`src/rtl/countdown_ctrl.sv`:
```
// Control stage for the BCD countdown digit chain: keypad entry, chain load, count tick, run/pause/done sequencing.
// Optional alarm output and auto-return from DONE are built when TIMER_ALARM_EN is defined.
module countdown_ctrl #(
  parameter int NDIGITS      = 4,
  parameter int TICK_DIV     = 100,
  parameter int ALARM_CYCLES = 50
) (
  input  logic                   clock,
  input  logic                   clrn,
  input  logic                   key_valid,
  input  logic [3:0]             key_digit,
  input  logic                   start,
  input  logic                   stop,
  input  logic                   clear,
  input  logic                   zero_all,
  output logic [4*NDIGITS-1:0]   load_data,
  output logic                   loadn,
  output logic                   enable,
  output logic                   running,
  output logic                   paused,
  output logic                   done
`ifdef TIMER_ALARM_EN
  ,
  output logic                   alarm
`endif
);

  localparam int EW = 4 * NDIGITS;
  localparam int PW = $clog2(TICK_DIV);

  localparam logic [2:0] IDLE  = 3'd0;
  localparam logic [2:0] LOAD  = 3'd1;
  localparam logic [2:0] RUN   = 3'd2;
  localparam logic [2:0] PAUSE = 3'd3;
  localparam logic [2:0] DONE  = 3'd4;

  if (NDIGITS < 1 || TICK_DIV < 2 || ALARM_CYCLES < 1) begin : g_param_check
    $error("countdown_ctrl: NDIGITS>=1, TICK_DIV>=2, ALARM_CYCLES>=1 required");
  end

  logic [2:0]    state, state_n;
  logic [EW-1:0] entry, entry_n;
  logic [PW-1:0] presc, presc_n, presc_inc;
  logic          loadn_n;

`ifdef TIMER_ALARM_EN
  localparam int AW = (ALARM_CYCLES > 1) ? $clog2(ALARM_CYCLES) : 1;
  logic [AW-1:0] alarm_left, alarm_left_n;
`endif

  assign presc_inc = (presc == PW'(TICK_DIV - 1)) ? '0 : presc + 1'b1;

  always_comb begin
    state_n = state;
    entry_n = entry;
    presc_n = presc;
`ifdef TIMER_ALARM_EN
    alarm_left_n = alarm_left;
`endif
    if (clear) begin
      state_n = IDLE;
      entry_n = '0;
    end else begin
      case (state)
        IDLE: begin
          // stop outranks start and key entry even though it has no effect here
          if (stop) begin
            state_n = IDLE;
          end else if (start) begin
            if (entry != '0) state_n = LOAD;
          end else if (key_valid && key_digit <= 4'd9) begin
            entry_n = (entry << 4) | EW'(key_digit);
          end
        end
        LOAD: begin
          state_n = RUN;
          presc_n = '0;
        end
        RUN: begin
          if (zero_all) begin
            state_n = DONE;
`ifdef TIMER_ALARM_EN
            alarm_left_n = AW'(ALARM_CYCLES - 1);
`endif
          end else begin
            // the cycle that sees stop still counts, so the count resumes after it
            presc_n = presc_inc;
            if (stop) state_n = PAUSE;
          end
        end
        PAUSE: begin
          if (stop)       state_n = IDLE;
          else if (start) state_n = RUN;
        end
        DONE: begin
          if (start || stop) begin
            state_n = IDLE;
`ifdef TIMER_ALARM_EN
          end else if (alarm_left == '0) begin
            state_n = IDLE;
          end else begin
            alarm_left_n = alarm_left - 1'b1;
`endif
          end
        end
        default: state_n = IDLE;
      endcase
    end
  end

  assign loadn_n = !(clear || state_n == LOAD);

  // outputs are registered copies of what the next state implies
  always_ff @(posedge clock or negedge clrn) begin
    if (!clrn) begin
      state     <= IDLE;
      entry     <= '0;
      presc     <= '0;
      load_data <= '0;
      loadn     <= 1'b1;
      enable    <= 1'b0;
      running   <= 1'b0;
      paused    <= 1'b0;
      done      <= 1'b0;
    end else begin
      state   <= state_n;
      entry   <= entry_n;
      presc   <= presc_n;
      loadn   <= loadn_n;
      if (!loadn_n) load_data <= entry_n;
      enable  <= (state_n == RUN) && (presc_n == PW'(TICK_DIV - 1));
      running <= (state_n == RUN);
      paused  <= (state_n == PAUSE);
      done    <= (state_n == DONE);
    end
  end

`ifdef TIMER_ALARM_EN
  always_ff @(posedge clock or negedge clrn) begin
    if (!clrn) begin
      alarm_left <= '0;
      alarm      <= 1'b0;
    end else begin
      alarm_left <= alarm_left_n;
      alarm      <= (state_n == DONE);
    end
  end
`endif

endmodule

```
`config.mk`:
```
export PLATFORM = sky130hd
export DESIGN_NAME = countdown_ctrl
export DESIGN_NICKNAME = d
export VERILOG_FILES = /design/src/rtl/countdown_ctrl.sv
export SDC_FILE = /design/constraint.sdc
export NUM_CORES = 1
export LEC_CHECK = 0
export BUFFER_PORTS_ARGS = -buffer_cell sky130_fd_sc_hd__buf_4
export CAP_MARGIN = 20
export CORE_UTILIZATION = 51
export DETAILED_ROUTE_END_ITERATION = 12
export GPL_TIMING_DRIVEN = 0
export PLACE_DENSITY = 0.86
export SYNTH_ARGS = -nofsm -noshare
export SYNTH_HDL_FRONTEND = slang
export SYNTH_SLANG_ARGS = --single-unit
```
`constraint.sdc`:
```
create_clock -name clock -period 1.9 [get_ports clock]
set_input_delay 0.285 -clock clock [delete_from_list [all_inputs] [get_ports clock]]
set_output_delay 0.285 -clock clock [all_outputs]
set_load 0.005 [all_outputs]
```
# ---- Word level (Yosys, flattened, before mapping)
# Cells that the tools add are included.
dict set report op_classes {
  addsub 1
  n_lt_le_gt_ge 1
  eq_ne 10
  muxes 19
  n_bitwise 1
  n_reduce_logical 7
}
# op count
set ops {}
lappend ops {{2-to-1 mux 16 bit} 5}
lappend ops {{2-to-1 mux 3 bit} 9}
lappend ops {{2-to-1 mux 7 bit} 3}
lappend ops {{OR 16 x 4 -> 16 bit} 1}
lappend ops {{nonzero test 16 bit} 1}
lappend ops {{case mux 3 bit (5 select lines)} 1}
lappend ops {{== test 7 bit, second input constant} 2}
lappend ops {{case mux 7 bit (2 select lines)} 1}
lappend ops {{== test 3 x 2 -> 1 bit, second input constant} 4}
lappend ops {{adder 7 x 1 -> 7 bit, second input constant} 1}
lappend ops {{== test 3 x 1 -> 1 bit, second input constant} 2}
lappend ops {{== test 3 bit, second input constant} 2}
lappend ops {{less-or-equal comparator 4 bit, second input constant} 1}
lappend ops {{logical NOT 3 bit} 1}
lappend ops {{logical AND 1 bit} 2}
lappend ops {{logical OR 1 bit} 2}
lappend ops {{logical NOT 1 bit} 1}
dict set report word_totals {
  register_bits 47
  inputBits 11
  word_cells 48
}

# ---- Longest topological paths before layout
dict set report logic_depth {
  word_depth 9
  ltp_mapped 7
}

# ---- Least setup slack after synthesis
# No wires, ideal clock.
dict set report synth_path {
  path_kind {register to register}
  startpoint {register state[0]}
  endpoint {register load_data[10]}
  setup_ps 75
  t_arrival_ps 1737
  path_slack_ps 88
  stages_incl_launch_ff 7
  n_path_buf 1
  synth_period_minus_slack_ps 1812
  cell_sequence {dfrtp_1 > or4_4 > nor3_4 > a21oi_1 > a31oi_4 > buf_6 > o2bb2ai_2}
}
dict set report synth_between {
  elab_chain_len 7
  word_cells_on_any_way 19
  classes_between {5 x eq/ne; 12 x mux; 2 x reduce/logical}
}
# element line_no
set synth_rtl {}
lappend synth_rtl {{start, declared} 41} ;# logic [2:0] state, state_n;
lappend synth_rtl {{start signal, assigned} 126} ;# state <= state_n;
lappend synth_rtl {{2-to-1 mux 3 bit} 70} ;# if (entry != '0) state_n = LOAD;
lappend synth_rtl {{2-to-1 mux 3 bit} 69} ;# end else if (start) begin
lappend synth_rtl {{2-to-1 mux 3 bit} 67} ;# if (stop) begin
lappend synth_rtl {{case mux 3 bit (5 select lines)} 64} ;# case (state)
lappend synth_rtl {{2-to-1 mux 3 bit} 60} ;# if (clear) begin
lappend synth_rtl {{== test 3 x 1 -> 1 bit} 111} ;# assign loadn_n = !(clear || state_n == LOAD);
lappend synth_rtl {{logical OR 1 bit} 111}
lappend synth_rtl {{end signal, assigned} 130} ;# if (!loadn_n) load_data <= entry_n;
lappend synth_rtl {{end, declared} 16} ;# output logic [4*NDIGITS-1:0] load_data,
# Parallel ways exist; a longest one is shown, timed or not.
# A chain may end at the register's enable or synchronous reset.

# ---- Worst setup path after layout
dict set report layout_path {
  startpoint {register state[2]}
  endpoint {register enable}
}
dict set report layout_between {
  elab_chain_len 7
  word_cells_on_any_way 20
  classes_between {6 x eq/ne; 12 x mux; 2 x reduce/logical}
}
# element line_no
set layout_rtl {}
lappend layout_rtl {{2-to-1 mux 3 bit} 70}
lappend layout_rtl {{2-to-1 mux 3 bit} 69}
lappend layout_rtl {{2-to-1 mux 3 bit} 67}
lappend layout_rtl {{case mux 3 bit (5 select lines)} 64}
lappend layout_rtl {{2-to-1 mux 3 bit} 60}
lappend layout_rtl {{== test 3 x 2 -> 1 bit} 131} ;# enable <= (state_n == RUN) && (presc_n == PW'(TICK_DIV - 1));
lappend layout_rtl {{logical AND 1 bit (*)} 131}
lappend layout_rtl {{end signal, assigned} 131}
lappend layout_rtl {{end, declared} 18} ;# output logic enable,
# Mark *: on every way between the ends. The rest lies on a longest branch, timed or not.

==> metrics list <==
- For this run, the number of Yosys warnings is 0.
- Maximum operating frequency: 524 MHz
- Final setup viols: 1
- The flow ran to the end, but the final reports show violations.
- Measured in cells, the most critical reg-to-reg path has a length of 5.
- Final critical delay including setup and external delays: 1910 ps
* # H-tree levels: 2
- The setup check on the worst reg-to-reg path leaves a slack of -8 ps.
- Global routing consumed, over all layers together, 21.9% of the routing resources.
- DR WL/cell: 17.1 um
- After legalization and detailed placement, the total HPWL measured 3340 um.
- The worst setup path is captured at a register.
- # IOs: 32
- Yosys mapped a number of flops with a built-in enable equal to 0.
- Syn avg cell area: 11.7 sq um
- Main synth FF type: sky130_fd_sc_hd__dfrtp_1
* Actual slew at the worst max-slew pin: 590 ps
- Setup crit start: state[2]
- TritonCTS built the clock tree.
- The tightest min-delay check is of the in -> async type.
- After global routing, the most crowded layer is met2.
* Core area: 4350 sq um
- Via count: ~1700
- In this run the vertical extent of the chip is 69.2 um.
- Entering global routing, the biggest net connects 48 pins.
- Worst Path Class, Setup: reg -> reg
- STA puts the critical path data arrival time at 2130 ps.
- On the final layout, the worst clock skew is between 5 and 6 ps.
- The number of nets handed over by synthesis was 208.
- Setup repair after global routing could not meet its margin everywhere.
* Reg-to-reg endpoint: enable
- After the first detailed-routing iteration, the DRC count stood at between 70 and 80.
- Clock-pin slew on the worst setup and hold paths: 90 ps
- CTS root buf: sky130_fd_sc_hd__clkbuf_8
- Flip-flop and latch count after synthesis: 47
- Initial standard-cell utilization of the core: 52.8%
- The die covers 4780 sq um.
- Final layout net count: 255
- Sequential elements use 51.2% of the synthesized area.
- Post-detailed-placement cell area: roughly 2600 sq um
- Power spread over the standard cell area amounts to 686 nW/um^2.
- Number of antenna diodes: 0
- Via count of the first global-routing pass: 1788
- In the routed design, unresolved DRC markers number 0.
- Worst endpoint required time: 2120 ps
* Worst slew margin: 60.7%
- Met3 Use GR: 4.65%
- Port Buffer Count: 31
- Std cell rows: 24
- Mapped Area: 2300 sq um
- The number of hold violations in the final report is 9.
* Residual antenna-violating net count after detailed routing: 0
- Clock latency on the worst-skew pair, taken at its later pin, is 290 ps.
* Worst hold slack across all endpoints: -19.0 ps
* Mapped Cells: 196
- Pre-CTS setup slack: -190 ps
- Worst IR Drop VDD: approximately 0.47 mV
* Final number of max-transition violations: 0
- The tool flagged a number of max-cap violations equal to 0.
- Share of synthesized registers carrying an async set or reset: 100%
* Final instance area: 2870 sq um
* Pre-antenna DRT Iters: 4
* Share of the core filled with cells in the final layout: approximately two thirds
* Routing usage on met2: 36.4%
- The total overflow left after global routing is 0.
- Number of distinct library cells after synthesis: 52
- The die is 69.2 um wide.
- For this block, the routed nets add up to 5060 um of wire.
- Counting the buffers created by CTS gives 5.
* Final worst setup slack: -8.23 ps
- Share of the clock period used by the worst path: 100%
- Worst-case clock buffer depth: 2
- The worst setup path is launched from a register.
- Initial antenna violation count: 0
- The post-route netlist has 36.9% of its cells at a drive strength greater than 1.
- Failing checks: hold timing, setup timing
- Detail-routed via count per cell: 5.89
- Reported leakage power: between 1 and 1.5 nW
- First-pass GRT wire length: 8310 um
* Max Fanout on Critical Path: 6
* Area growth from synthesis to layout: 24.6%
- Last weighted congestion value of the routability-driven placer: 0.908
- Sinks on Clock Net: 47
* Met1 Track Usage GR: between 20% and 30%
* Worst r2r src: state[2]
where the power goes:
| group | leakage, nW | total, mW | internal (mW) | switching (mW) |
|---|---|---|---|---|
| logic | 0.666 | 0.195 | 0.0840 | 0.111 |
| registers | 0.650 | 1.03 | 1.01 | 0.0121 |
| clock network | 0.0612 | 0.748 | 0.426 | 0.322 |
worst max-delay path, stage by stage (launching register included):
cell	delay (ps)
sky130_fd_sc_hd__dfrtp_1	470
sky130_fd_sc_hd__nor2_1	460
sky130_fd_sc_hd__nand3b_1	160
sky130_fd_sc_hd__mux2i_1	150
sky130_fd_sc_hd__or4_4	490
sky130_fd_sc_hd__nor3_2	110
registers in the layout, indices dropped and copies added, names as in the netlist:
register / cells
presc: 7
enable: 1
entry: 16
state: 3
running: 1
paused: 1
loadn: 1
load_data: 16
done: 1
worst max-delay path by stage:
stage                    endpoint  slack (ps)
finish                     enable          -8
global route               enable        -100
CTS                  load_data[7]          10
detailed placement         enable        -190
global placement           enable        -180
floorplan           load_data[10]          90
logic make-up after synthesis:
group	Yosys count	synth area share (%)
AOI/OAI and AO/OA	42	17.5
xor gates and xnor gates	2	0.761
adders and majority gates	1	0.544
buffers and inverters	13	2.99
DFF	47	51.2
muxes	17	7.40
and+or+nand+nor	74	19.7
synth_stat cells, types with 2 or more instances:
| cell | n | area, sq um |
|---|---|---|
| sky130_fd_sc_hd__nand3b_1 | 3 | 22.5 |
| sky130_fd_sc_hd__o2bb2ai_2 | 9 | 135 |
| sky130_fd_sc_hd__and3_1 | 3 | 18.8 |
| sky130_fd_sc_hd__and4b_1 | 2 | 20.0 |
| sky130_fd_sc_hd__nor2b_1 | 3 | 18.8 |
| sky130_fd_sc_hd__clkbuf_1 | 5 | 18.8 |
| sky130_fd_sc_hd__nor2_1 | 24 | 90.1 |
| sky130_fd_sc_hd__and2_1 | 2 | 12.5 |
| sky130_fd_sc_hd__dfrtp_1 | 46 | 1150 |
| sky130_fd_sc_hd__nor4bb_1 | 2 | 20.0 |
| sky130_fd_sc_hd__nand2_1 | 7 | 26.3 |
| sky130_fd_sc_hd__o21ai_0 | 6 | 30.0 |
| sky130_fd_sc_hd__o2bb2ai_1 | 8 | 70.1 |
| sky130_fd_sc_hd__nand2b_1 | 5 | 31.3 |
| sky130_fd_sc_hd__nor3_1 | 4 | 20.0 |
| sky130_fd_sc_hd__a211oi_2 | 2 | 25.0 |
| sky130_fd_sc_hd__a21oi_1 | 4 | 20.0 |
| sky130_fd_sc_hd__or4_1 | 2 | 15.0 |
| sky130_fd_sc_hd__o21ai_1 | 2 | 10.0 |
| sky130_fd_sc_hd__or2_1 | 2 | 12.5 |
| sky130_fd_sc_hd__inv_1 | 2 | 7.51 |
| sky130_fd_sc_hd__o31ai_1 | 2 | 15.0 |
| sky130_fd_sc_hd__mux2i_1 | 17 | 170 |
| sky130_fd_sc_hd__buf_4 | 3 | 22.5 |
| sky130_fd_sc_hd__nor4_1 | 4 | 25.0 |
metrics by stage:
| step | total power, mW | cells | setup TNS (ps) |
|---|---|---|---|
| floorplan | 1.14 | 196 | 0 |
| global placement | 1.20 | 279 | -2990 |
| detailed placement | 1.20 | 279 | -3770 |
| CTS | 1.96 | 291 | 0 |
| global route | 2.03 | 296 | -1470 |
| finish | 1.97 | 296 | -8.23 |
layout make-up:
cell class                 count  area, sq um
clock inverter                 2         35.0
clock buffer                   6         82.6
sequential                    47         1180
timing repair buffer          41          308
inverter                       3         11.3
tap                           52         65.1
buffer                         9         57.6
multi-input combinational    136         1130
fill                         297         1490
per-layer routing:
layer | vias to the layer above | wire length, um
met2 | 53 | 2560
li1 | 825 | -
met3 | 16 | 197
met4 | 0 | 131
met5 | - | 0
met1 | 850 | 2170
what timing repair did:
item                                    in CTS  in global routing
endpoints found under the setup margin      26                 30
pin swaps                                    3                  3
setup buffers                                4                  6
hold buffers                                 0                  0
resized for setup                           10                  8
layout by cell type (no fill, tap or decap), types with 4 or more instances in the layout:
cell type / count
sky130_fd_sc_hd__o2bb2ai_2: 10
sky130_fd_sc_hd__clkbuf_1: 4
sky130_fd_sc_hd__mux2i_1: 13
sky130_fd_sc_hd__nor2_1: 24
sky130_fd_sc_hd__nand2_1: 6
sky130_fd_sc_hd__o21ai_0: 6
sky130_fd_sc_hd__nor4_1: 4
sky130_fd_sc_hd__clkbuf_8: 6
sky130_fd_sc_hd__mux2i_2: 4
sky130_fd_sc_hd__o2bb2ai_1: 7
sky130_fd_sc_hd__buf_4: 44
sky130_fd_sc_hd__dfrtp_1: 45
Power figures use the tool's default switching activity.
